--- config.mk ---
export PLATFORM = sky130hd
export DESIGN_NAME = cmp_arb
export DESIGN_NICKNAME = d
export VERILOG_FILES = /design/src/rtl/cmp_arb.sv
export SDC_FILE = /design/constraint.sdc
export NUM_CORES = 1
export LEC_CHECK = 0
export CAP_MARGIN = 20
export CORE_MARGIN = 1
export CORE_UTILIZATION = 43
export CTS_BUF_LIST = sky130_fd_sc_hd__clkbuf_4
export CTS_CLUSTER_SIZE = 28
export DETAILED_ROUTE_END_ITERATION = 10
export GPL_TIMING_DRIVEN = 0
export PLACE_DENSITY = 0.86
export SYNTH_ARGS = -nofsm -noshare
export SYNTH_HDL_FRONTEND = slang
export SYNTH_SLANG_ARGS = --single-unit
--- constraint.sdc ---
create_clock -name clk -period 2.33 [get_ports clk]
set_clock_uncertainty 0.1 [all_clocks]
set_input_delay 0.466 -clock clk [delete_from_list [all_inputs] [get_ports clk]]
set_output_delay 0.466 -clock clk [all_outputs]
set_load 0.01 [all_outputs]
--- src/rtl/cmp_arb.sv ---
// cmp_arb: round-robin share of one 12-bit unsigned magnitude comparator
// among four requesters.
//
//   clk        system clock, rising edge
//   resetl     asynchronous active-low reset
//   req[3:0]   level compare request per requester
//   a_in[47:0] operand A, requester i at [12i+11:12i]
//   b_in[47:0] operand B, same packing
//   gnt[3:0]   one-hot grant, combinational from req and ptr
//   res_valid  result strobe, 2 cycles after the grant
//   res_id     requester that owns the result
//   res_agb/res_aeb/res_alb  unsigned A>B / A==B / A<B (0 when !res_valid)
//
// Pipeline: grant cycle -> operand regs (vld_pipe[1]) -> result regs
// (vld_pipe[2]). One grant per cycle, no stalls, results in grant order.

// Per-requester grant decision. A lane wins when it requests and no other
// requesting lane sits closer to ptr in the rotating scan order.
module cmp_arb_lane #(
  parameter int NUM_LANES = 4,
  parameter int IDX       = 0,
  localparam int PW       = $clog2(NUM_LANES)
) (
  input  logic [NUM_LANES-1:0] req,
  input  logic [PW-1:0]        ptr,
  output logic                 gnt
);
  logic [PW-1:0] dist_me;
  logic [PW-1:0] dist_j;
  logic          blocked;

  always_comb begin
    dist_me = PW'(IDX) - ptr;
    dist_j  = '0;
    blocked = 1'b0;
    for (int j = 0; j < NUM_LANES; j++) begin
      dist_j = PW'(j) - ptr;
      if (j != IDX && req[j] && dist_j < dist_me) blocked = 1'b1;
    end
    gnt = req[IDX] & ~blocked;
  end
endmodule

// Unsigned magnitude compare, MSB-first cascade: the first differing bit
// from the top decides; equality survives only if every bit matches.
module cmp_arb_mag #(
  parameter int VEC_W = 12
) (
  input  logic [VEC_W-1:0] a,
  input  logic [VEC_W-1:0] b,
  output logic             agb,
  output logic             aeb,
  output logic             alb
);
  logic gt_c;
  logic eq_c;

  always_comb begin
    gt_c = 1'b0;
    eq_c = 1'b1;
    for (int i = VEC_W - 1; i >= 0; i--) begin
      gt_c = gt_c | (eq_c & a[i] & ~b[i]);
      eq_c = eq_c & (a[i] ~^ b[i]);
    end
    agb = gt_c;
    aeb = eq_c;
    alb = ~gt_c & ~eq_c;
  end
endmodule

module cmp_arb (
  input  logic        clk,
  input  logic        resetl,
  input  logic [3:0]  req,
  input  logic [47:0] a_in,
  input  logic [47:0] b_in,
  output logic [3:0]  gnt,
  output logic        res_valid,
  output logic [1:0]  res_id,
  output logic        res_agb,
  output logic        res_aeb,
  output logic        res_alb
);
  localparam int NUM_LANES = 4;
  localparam int VEC_W     = 12;
  localparam int PW        = $clog2(NUM_LANES);

  typedef struct packed {
    logic agb;
    logic aeb;
    logic alb;
  } res_t;

  logic [NUM_LANES-1:0][VEC_W-1:0] a_lane;
  logic [NUM_LANES-1:0][VEC_W-1:0] b_lane;
  assign a_lane = a_in;
  assign b_lane = b_in;

  logic [PW-1:0]    ptr;
  logic [PW-1:0]    win_id;
  logic             gnt_any;
  logic [2:1]       vld_pipe;
  logic [PW-1:0]    id_q;
  logic [VEC_W-1:0] op_a;
  logic [VEC_W-1:0] op_b;
  res_t             cmp_res;
  res_t             res_q;
  logic [PW-1:0]    res_id_q;

  for (genvar g = 0; g < NUM_LANES; g++) begin : g_lane
    cmp_arb_lane #(.NUM_LANES(NUM_LANES), .IDX(g)) u_lane (
      .req (req),
      .ptr (ptr),
      .gnt (gnt[g])
    );
  end

  always_comb begin
    win_id = '0;
    for (int i = 0; i < NUM_LANES; i++)
      if (gnt[i]) win_id = PW'(i);
  end

  assign gnt_any = |gnt;

  // Stage 1: capture the winner; ptr moves past it so it drops to last place.
  always_ff @(posedge clk or negedge resetl) begin
    if (!resetl) begin
      ptr         <= '0;
      vld_pipe[1] <= 1'b0;
      id_q        <= '0;
      op_a        <= '0;
      op_b        <= '0;
    end else begin
      vld_pipe[1] <= gnt_any;
      if (gnt_any) begin
        op_a <= a_lane[win_id];
        op_b <= b_lane[win_id];
        id_q <= win_id;
        ptr  <= win_id + PW'(1);
      end
    end
  end

  cmp_arb_mag #(.VEC_W(VEC_W)) u_mag (
    .a   (op_a),
    .b   (op_b),
    .agb (cmp_res.agb),
    .aeb (cmp_res.aeb),
    .alb (cmp_res.alb)
  );

  // Stage 2: flags and id are gated by the valid so idle cycles read as 0.
  always_ff @(posedge clk or negedge resetl) begin
    if (!resetl) begin
      vld_pipe[2] <= 1'b0;
      res_q       <= '0;
      res_id_q    <= '0;
    end else begin
      vld_pipe[2] <= vld_pipe[1];
      res_q       <= vld_pipe[1] ? cmp_res : '0;
      res_id_q    <= vld_pipe[1] ? id_q : '0;
    end
  end

  assign res_valid = vld_pipe[2];
  assign res_id    = res_id_q;
  assign res_agb   = res_q.agb;
  assign res_aeb   = res_q.aeb;
  assign res_alb   = res_q.alb;
endmodule

==> impl_metrics.csv <==
group,metric,value,unit
critical_path,r2r_start,"ptr[0]",
global_routing,met3_usage,5.882,%
critical_path,r2r-end,"op_a[9]",
critical_path,critical-path-top-delay-family,"simple AND/OR/NAND/NOR gates",
cts,clk_path_buf_depth,2,
sta,hold_viol,0,
critical_path,reg2reg_slack,30,ps
synth,synth_top_cell_by_area,"dfrtp_1",
synth,synth-edff-count,0,
global_routing,grt_max_degree,36,
routing,drc,0,
cts,numCtsBuffers,5,
critical_path,cp_cell_sequence,"buf_6, ha_2, nand2b_4, nand3_4, clkinv_4, buf_4, or4_4, buf_12, nor2_4, a41oi_2",
global_routing,gr-usage-met2,46.55,%
die,rows,27,
die,die_w,77.50,um
finish,final-seq-area,877.1,um^2
routing,vias,2696,
finish,antennaDiodeCount,0,
pwr,p_sw_share,42.72,%
place,dp_hpwl,5697,um
synth,yosysWarnings,0,
cts,cts-root-buf,"clkbuf_4",
synth,synth_area_leaders,"dfrtp_1 36%, o221ai_1 8.6%, a41oi_2 6.6%",
synth,synth_top_area_share,35.73,%
pwr,p_comb_share,62.8,%
critical_path,start_kind,"register",
sta,final.period_utilization,98.90,%
worst_hold_path,hold_class,"in2async",
pwr,p_seq_share,27.7,%
routing,wirelength,8096,um
routing,drt_iter0_drc,232,
global_routing,antenna_found_initial,0,
die,start_util,44.51,%
cts,cts_sinks,35,
die,io_pins,112,
critical_path,end_kind,"register",
critical_path,critPathSlowestCell,"or4_4",
pwr,p_int,0.002557,W
sta,max-slew-margin-rel,50.34,%
synth,syn_nets,369,
global_routing,grt_pass1_wl,12850,um
synth,synth-seq-cells,35,
synth,ys.flop_type,"dfrtp_1",
pwr,vdd_ir_drop_max,0.5443,mV
die,die_height,77.50,um
die,core-area,5507,um^2
global_routing,grtUsageMet1,33.88,%
critical_path,reg2reg_depth,10,
finish,fill_cells,377,
critical_path,required,2450,ps
synth,synthArstFlopShare,100.0,%
routing,drtPass1Iterations,4,
sta,finalCriticalPeriod,2304,ps
critical_path,worstPathMaxFanout,10,
sta,finalSetupViolations,0,
critical_path,worst-path-buf-inv,4,
finish,final_nets,500,
synth,synth_area,2451,um^2
synth,netlist_instances,262,
cts,clock_latency,350,ps
global_routing,grt_pass1_vias,2706,
global_routing,grt_usage,27.46,%
routing,vias_per_cell,5.785,
routing,drtAntennaViolNets,0,
sta,rsz0062_at_grt,"yes",
finish,multi_input_area,1473,um^2
pwr,leakage,1.562,nW
place,port-buffer-count,111,
die,die_area,6006,um^2
pwr,power.switching,0.001907,W
critical_path,arrival,2420,ps
cts,clk_pin_slew,110,ps
cts,hold_buffers,0,
cts,cts_tree,"done",
synth,netlist-cell-type-count,49,
finish,final_core_util,72.48,%
routing,avgRoutedWirePerCell,17.37,um
finish,drive_gt1_share,22.08,%
synth,yosysMostFrequentCell,"dfrtp_1",
sta,timing.fmax,434.0,MHz
finish,syn2layout_area_growth,62.84,%
pwr,pwr_density_cell,1118,nW/um^2
status,outcome,"completed",
critical_path,critical_path_class,"reg2reg",
place,gp_congestion,0.8490,
pwr,clkPwrFrac,9.6,%
sta,fin_hold_ws,61.68,ps
sta,worstMarginPinSlew,744.9,ps
sta,slew_viol_final,0,
critical_path,crit_cells,10,
global_routing,grt-ovfl-total,0,
run,cap_violations,0,
synth,synth_common_cells,"35 x dfrtp_1, 24 x a21oi_1, 24 x o221ai_1",
synth,synth_seq_area_share,35.73,%
global_routing,top_usage_layer,"met2",
cts,h-tree-depth,2,
critical_path,max_stage_delay,560,ps
synth,syn_area_per_cell,9.355,um^2
flip-flops by register name, summed over array words and instances, names as in the netlist:
signal	cells
op_a	12
op_b	12
id_q	2
ptr	2
res_id	2
res_aeb	1
res_agb	1
res_alb	1
res_valid	1
vld_pipe	1
routing by layer:
layer  vias to the layer above  wire [um]
li1                       1260          -
met1                      1292       3308
met2                       117       4091
met3                        27        458
met4                         0        238
met5                         -          0
power by group through the flow:
stage / Clock, W / Sequential (W) / Combinational (W)
finish: 0.000427 / 0.00124 / 0.00280
global route: 0.000470 / 0.00126 / 0.00305
CTS: 0.000428 / 0.00121 / 0.00265
detailed placement: 0 / 0.00123 / 0.00238
global placement: 0 / 0.00121 / 0.00231
floorplan: 0 / 0.00116 / 0.00167
timing repair:
| item | in CTS | in global routing |
|---|---|---|
| buffers inserted | 15 | 1 |
| gates resized for setup | 51 | 25 |
| endpoints found under the setup margin | 13 | 24 |
| pin swaps | 4 | 3 |
worst reg2reg max path, stage by stage, from the launching register on:
cell and delay [ps]:
dfrtp_1 420, buf_6 140, ha_2 190, nand2b_4 140
nand3_4 90, clkinv_4 60, buf_4 160, or4_4 560
buf_12 180, nor2_4 90, a41oi_2 40
metrics by stage:
step                      setup slack (ps)  cell area (um^2)  std cells  TNS, ps  power, W
after floorplan                      230.6              2451        262        0  0.002827
after global routing                -41.98              3991        466   -137.1  0.004781
after CTS                           -5.251              3935        468   -5.251  0.004294
after global placement              -837.7              3652        445    -8650  0.003519
final                                25.68              3991        466        0  0.004464
after detailed placement            -859.0              3647        445    -9327  0.003603
cell families after synthesis:
kind of cell             after synthesis  synth area share [%]
flip-flops                            35                 35.73
AND/OR/NAND/NOR                       51                 12.71
adder cells (fa/ha/maj)                7                 3.369
multiplexers                           4                 1.787
buffers and inverters                 38                 7.300
XOR/XNOR                              10                 3.573
AO/OA/AOI/OAI                        117                 35.53
placed cells by master, fill, tap and decap left out, types with 3 or more instances in the layout:
cell / n
clkdlybuf4s50_1: 103
dfrtp_1: 34
a21oi_1: 24
o221ai_1: 24
o21ai_0: 22
o21ai_1: 15
buf_4: 15
a2bb2oi_1: 11
inv_1: 10
a41oi_2: 10
buf_6: 9
nor2_1: 8
nand2_1: 7
clkbuf_2: 7
nor2_2: 7
xor2_1: 5
xnor2_1: 5
clkbuf_4: 5
nand2b_1: 4
inv_2: 3
nand2b_4: 3
nand4_1: 3
and2_1: 3
buf_2: 3
clkbuf_1: 3
mux2_2: 3
ha_4: 3
worst max path at each step:
| stage | from | endpoint |
|---|---|---|
| 2_1_floorplan | ptr[1] | gnt[0] |
| 3_3_place_gp | req[3] | gnt[1] |
| 3_5_place_dp | req[3] | gnt[1] |
| 4_1_cts | ptr[1] | gnt[3] |
| 5_1_grt | ptr[1] | gnt[1] |
| 6_report | ptr[0] | op_a[9] |
cell type report:
type	count	share of cell area (%)
Multi-Input combinational cell	189	36.90
Timing Repair Buffer	127	31.13
Sequential cell	35	21.97
Buffer	20	4.232
Tap cell	72	2.257
Inverter	15	1.599
Clock inverter	3	0.9718
Clock buffer	5	0.9404
Note: power is estimated with default switching activity, not from simulation.
